--- src/rtl/regfile_mp_sb.sv ---
// Multi-port register file: NREAD combinational read ports, two prioritised write
// ports with enable-qualified write-through, and a per-register pending scoreboard.
module regfile_mp_sb #(
    parameter int          DATA_W  = 32,
    parameter int          ADDR_W  = 5,
    parameter int          NREAD   = 2,
    parameter int          SP_IDX  = 29,
    parameter logic [31:0] SP_INIT = 32'h0000fffc
) (
    input  logic                      clk,
    input  logic                      reset,
    input  logic [NREAD*ADDR_W-1:0]   rd_addr,
    output logic [NREAD*DATA_W-1:0]   rd_data,
    output logic [NREAD-1:0]          rd_ready,
    input  logic                      we0,
    input  logic [ADDR_W-1:0]         waddr0,
    input  logic [DATA_W-1:0]         wdata0,
    input  logic                      we1,
    input  logic [ADDR_W-1:0]         waddr1,
    input  logic [DATA_W-1:0]         wdata1,
    input  logic                      pend_set,
    input  logic [ADDR_W-1:0]         pend_addr,
    input  logic                      flush,
    output logic [ADDR_W:0]           pend_cnt,
    output logic                      pend_full
);

    localparam int DEPTH = 1 << ADDR_W;
    localparam int CNT_W = ADDR_W + 1;

    logic [DATA_W-1:0] regs_q [DEPTH];
    logic [DATA_W-1:0] regs_d [DEPTH];
    logic [DEPTH-1:0]  pend_q, pend_d;
    logic [CNT_W-1:0]  pend_cnt_q, pend_cnt_d;

    logic eff0, eff1, set_eff;
    logic set_new, clr0, clr1;

    // Index 0 is hardwired to zero, so writes and pending marks aimed at it are dropped.
    assign eff0    = we0 && (waddr0 != '0);
    assign eff1    = we1 && (waddr1 != '0);
    assign set_eff = pend_set && (pend_addr != '0);

    // Storage next-state: port 1 is applied last so it wins a same-index collision.
    always_comb begin
        regs_d = regs_q;
        if (eff0) regs_d[waddr0] = wdata0;
        if (eff1) regs_d[waddr1] = wdata1;
    end

    always_comb begin
        pend_d = pend_q;
        if (eff0)    pend_d[waddr0]    = 1'b0;
        if (eff1)    pend_d[waddr1]    = 1'b0;
        if (set_eff) pend_d[pend_addr] = 1'b1;
        if (flush)   pend_d            = '0;
    end

    // Counter deltas mirror the bit update so the count always equals popcount(pend_q);
    // a clear hidden by a same-index set, or by the other port's clear, is not counted.
    assign set_new = set_eff && !pend_q[pend_addr];
    assign clr1    = eff1 && pend_q[waddr1] && !(set_eff && (pend_addr == waddr1));
    assign clr0    = eff0 && pend_q[waddr0] && !(set_eff && (pend_addr == waddr0))
                     && !(eff1 && (waddr1 == waddr0));

    always_comb begin
        if (flush) begin
            pend_cnt_d = '0;
        end else begin
            pend_cnt_d = pend_cnt_q + CNT_W'(set_new) - CNT_W'(clr0) - CNT_W'(clr1);
        end
    end

    always_ff @(posedge clk or posedge reset) begin
        if (reset) begin
            // NOTE: the register array is architectural state (SP has a defined reset
            // value), so every entry is reset rather than left to power-up contents.
            for (int i = 0; i < DEPTH; i++) begin
                regs_q[i] <= (i == SP_IDX) ? DATA_W'(SP_INIT) : '0;
            end
            pend_q     <= '0;
            pend_cnt_q <= '0;
        end else begin
            // NOTE: non-blocking assignments so every flop samples pre-edge values.
            regs_q     <= regs_d;
            pend_q     <= pend_d;
            pend_cnt_q <= pend_cnt_d;
        end
    end

    assign pend_cnt  = pend_cnt_q;
    assign pend_full = (pend_cnt_q == CNT_W'(DEPTH - 1));

    // Read ports: forwarding requires an effective write, never an address match alone.
    logic [ADDR_W-1:0] ra;
    always_comb begin
        // NOTE: defaults before the loop keep these purely combinational (no latches).
        rd_data  = '0;
        rd_ready = '0;
        ra       = '0;
        for (int i = 0; i < NREAD; i++) begin
            ra = rd_addr[i*ADDR_W +: ADDR_W];
            if (ra == '0) begin
                rd_data[i*DATA_W +: DATA_W] = '0;
                rd_ready[i]                 = 1'b1;
            end else if (eff1 && (waddr1 == ra)) begin
                rd_data[i*DATA_W +: DATA_W] = wdata1;
                rd_ready[i]                 = 1'b1;
            end else if (eff0 && (waddr0 == ra)) begin
                rd_data[i*DATA_W +: DATA_W] = wdata0;
                rd_ready[i]                 = 1'b1;
            end else begin
                rd_data[i*DATA_W +: DATA_W] = regs_q[ra];
                rd_ready[i]                 = !pend_q[ra];
            end
        end
    end

endmodule

--- config.mk ---
export PLATFORM = sky130hd
export DESIGN_NAME = regfile_mp_sb
export DESIGN_NICKNAME = d
export VERILOG_FILES = /design/src/rtl/regfile_mp_sb.sv
export SDC_FILE = /design/constraint.sdc
export NUM_CORES = 2
export LEC_CHECK = 0
export BUFFER_PORTS_ARGS = -buffer_cell sky130_fd_sc_hd__buf_2
export CORE_UTILIZATION = 45
export DETAILED_ROUTE_END_ITERATION = 10
export GPL_ROUTABILITY_DRIVEN = 0
export HOLD_SLACK_MARGIN = 0.1
export SKIP_CTS_REPAIR_TIMING = 1
export SYNTH_ARGS = -nofsm -noshare
export SYNTH_HDL_FRONTEND = slang
export SYNTH_SLANG_ARGS = --single-unit
--- constraint.sdc ---
create_clock -name clk -period 41.3 [get_ports clk]
set_input_delay 4.13 -clock clk [delete_from_list [all_inputs] [get_ports clk]]
set_output_delay 4.13 -clock clk [all_outputs]
set_load 0.005 [all_outputs]
==> implementation parameters <==
Parameter                              Value

Outcome
  Status    finished, violations left
  Violated checks    max-capacitance violations, max-slew violations

Global routing
  Number of global-route vias before repair    55100
  Grt total ovfl    0
  GRT Resource Usage Total    35.8%
  Antenna violations before repair    28
  Wire length of the first global-routing pass    398 mm
  Pin count of the biggest net entering global routing    155

Finish
  FILL cells    between 10000 and 15000
  Summed area of non-filler cells in the final layout    73800 um^2
  Number of nets in the final layout    6378
  Proportion of layout cells with a drive suffix above 1    between 10% and 20%
  Finished Layout Cells    8404
  Multi-input gate area in the final layout    38100 um^2
  Area of all sequential standard cells    around 27000 um^2
  Signed area change from the synthesized netlist to the final layout    8.63%

Clocking
  Clock buffer depth    3
  Clock-pin slew on the worst setup and hold paths    0.06 ns
  Worst-Skew Late Latency    around 0.75 ns
  H-tree lvl count    3
  Clock sink total    1062
  TritonCTS clock tree    built
  Root Buffer    clkbuf_16
  CTS buffer count    121

Power and ir drop
  Sw Pwr    between 1 and 1.5 mW
  Static leakage    32.0 nW
  Sequential share of power    a little over two fifths
  Maximum ir drop on the vdd rail    40.6 uV
  Combinational group share of total power    25.8%
  Clock network fraction of total power    31.5%
  Power density of the placed cells    48.6 nW/um^2
  Cell-internal power    between 2 and 2.5 mW
  Switching power as a share of total power    32.0%

STA
  Headroom to the max-slew limit    -3.71%
  Total negative setup slack    0 ns
  Clock tree skew after final layout    0.0232 ns
  Final count of hold timing violations    0
  Max Slew Vio Count    2
  Setup repair after global routing missed its margin    false
  # setup viols final    0
  FMAX    74.1 MHz
  Final worst-path cycle share    32.7%
  Smallest hold slack    0.396 ns
  Worst-margin pin slew    1.55 ns
  Shortest clock period the worst path allows after layout    13.49 ns

Yosys
  Synth Area per Inst    10.2 um^2
  Number of enable flip-flop cells after synthesis    0
  Post-synth top flop    dfrtp_1
  Cell type with the largest total area after synthesis    dfrtp_1
  Number of flip-flops and latches in the synthesized netlist    roughly 1100
  Number of warnings issued by yosys    0
  Cell area after synthesis    68000 um^2
  Number of unique standard cell types used by synthesis    58
  Syn nets    a little under 7000
  Ranking of synthesized cells by area    dfrtp_1 39%, mux4_2 17%, mux2i_1 15%
  Synth top area share    38.6%
  Cell count after synthesis    6669
  Seq/Total Area, Yosys    between 30 and 40%
  Share of flip-flops with an asynchronous set or reset after synthesis    100%

Worst setup path
  Total buffers and inverters traversed by the critical path    5
  Peak per-stage delay on the critical path    between 0.9 and 1 ns
  Critical register-to-register path startpoint    pend_q[2]
  Cell family contributing the most delay on the critical path    buffers and inverters
  Endpoint type of the worst setup path    output pin
  Cell with the largest stage delay on the worst path    buf_4
  Chain of cells forming the critical path    buf_8, buf_4, buf_4, buf_4, mux4_2, a22oi_1, nand2_1, a311oi_1, o31ai_1, buf_2
  Reg-to-reg setup timing slack    37.50 ns
  Worst Path Required    37.17 ns
  Endpoint of the worst-slack reg-to-reg timing path    pend_cnt[5]
  Most common cell on crit path    buf_4
  Critical Path Start Type    input pin
  Register-to-Register Path Depth    15
  Critical path data arrival time    roughly 9.4 ns
  Crit path max fanout    48
  Critical Setup Path Class    input pin to output pin

Detailed routing
  Via Count    around 57000
  Final WL    277 mm
  Count of unresolved DRC violations after routing    0
  Drt initial violations    8442
  Detail Route Antenna Nets    0
  Routed length per placed instance    32.9 um
  Vias per std cell    6.81
  Initial DRT Pass Iterations    9

Placement
  Half-perimeter wire length after detailed placement    157 mm
  Port Buffer Count    167
  Placed standard-cell area    69700 um^2
  Number of placed instances with taps included    8166

Die
  Initial Utilization    45.3%
  I/O pin cnt    168
  Die Width    391 um
  Core area    ~150000 um^2
  Floorplan die height    391 um
  Row count    142
  Die Outline Area    153000 um^2

Hold path
  Hold endpoint    regs_q[1018]
  Min-delay worst type    register to register
  Worst Min Path Start    regs_q[1018]
  Cells on Worst Hold Path    0

Flow run
  MaxCap Viol Count    1
==> synth_stat cells, drive strengths merged, types with 32 or more instances <==
| master | instances |
|---|---|
| buf | 260 |
| clkbuf | 608 |
| dfrtp | 1048 |
| nor2 | 834 |
| o21ai | 130 |
| a221o | 32 |
| mux4 | 499 |
| mux2i | 988 |
| a21oi | 1090 |
| o221ai | 32 |
| a22oi | 36 |
| mux2 | 35 |
| a22o | 90 |
| nor3 | 172 |
| nand2 | 334 |
| inv | 49 |
| a211oi | 32 |
| o211ai | 32 |
| nor4 | 42 |
==> per-stage QoR <==
step	total power [mW]	utilization, %	setup slack (ns)
3_5_place_dp	2.44	46.5	27.85
4_1_cts	3.56	49.2	27.85
5_1_grt	3.72	49.2	27.65
3_3_place_gp	2.40	46.5	27.91
2_1_floorplan	2.15	-	7.30
6_report	3.59	49.2	27.81
==> logic make-up after synthesis <==
kind of cell             share of synthesized area [%]
adder cells (fa/ha/maj)                          0.206
buffers and inverters                             5.41
AO/OA/AOI/OAI                                     13.9
multiplexers                                      31.7
AND/OR/NAND/NOR                                   9.18
flip-flops                                        39.1
XOR/XNOR                                         0.490
==> state kept, by name (all words and copies together), names as in the netlist <==
| signal | flops |
|---|---|
| regs_q | 1024 |
| pend_q | 32 |
| pend_cnt | 6 |
==> power by group through the flow <==
stage                     registers, mW  logic (mW)  clock network, mW
after floorplan                    1.46       0.688                  0
after global placement             1.52       0.881                  0
after detailed placement           1.53       0.903                  0
after CTS                          1.52       0.904               1.14
after global routing               1.56       0.990               1.17
final                              1.53       0.925               1.13
==> layout by cell type, fill, tap and decap left out, types with 22 or more instances in the layout <==
master / instances
a211oi_1: 30
a21oi_1: 1090
a221o_1: 32
a221oi_1: 31
a22o_1: 90
a22oi_1: 36
a311oi_1: 30
a31oi_1: 29
a32oi_1: 22
buf_2: 160
buf_4: 181
clkbuf_1: 31
clkbuf_16: 124
clkbuf_8: 31
clkinv_2: 24
dfrtp_1: 1048
inv_1: 45
mux2_2: 35
mux2i_1: 988
mux4_2: 499
nand2_1: 298
nand2_2: 31
nor2_1: 827
nor3_1: 160
nor4_1: 36
o211ai_1: 32
o21ai_0: 128
o221ai_1: 32
o31ai_1: 29
xnor2_1: 25
==> how the worst max path moves through the flow <==
stage | start | endpoint | slack, ns | cells after the start
6_report | rd_addr[1] | rd_data[8] | 27.81 | 10
3_5_place_dp | rd_addr[1] | rd_data[8] | 27.85 | 10
5_1_grt | rd_addr[1] | rd_data[8] | 27.65 | 10
2_1_floorplan | reset | pend_cnt[0] | 7.30 | 1
3_3_place_gp | rd_addr[1] | rd_data[8] | 27.91 | 10
4_1_cts | rd_addr[1] | rd_data[8] | 27.85 | 10
==> final cells by class <==
type,count,share of cell area (%)
Multi-Input combinational cell,4689,51.6
Inverter,50,0.264
Antenna cell,12,0.0407
Clock buffer,186,4.94
Timing Repair Buffer,349,3.09
Sequential cell,1062,36.0
Clock inverter,40,0.617
Tap cell,2016,3.42
==> layer usage <==
metal / wire length, um / GRT usage [%]
met1: 106000 / 47.7
met4: 14300 / 16.9
met3: 35600 / 11.1
met2: 121000 / 53.2
met5: 192 / 0
Note: power is estimated with default switching activity, not from simulation.
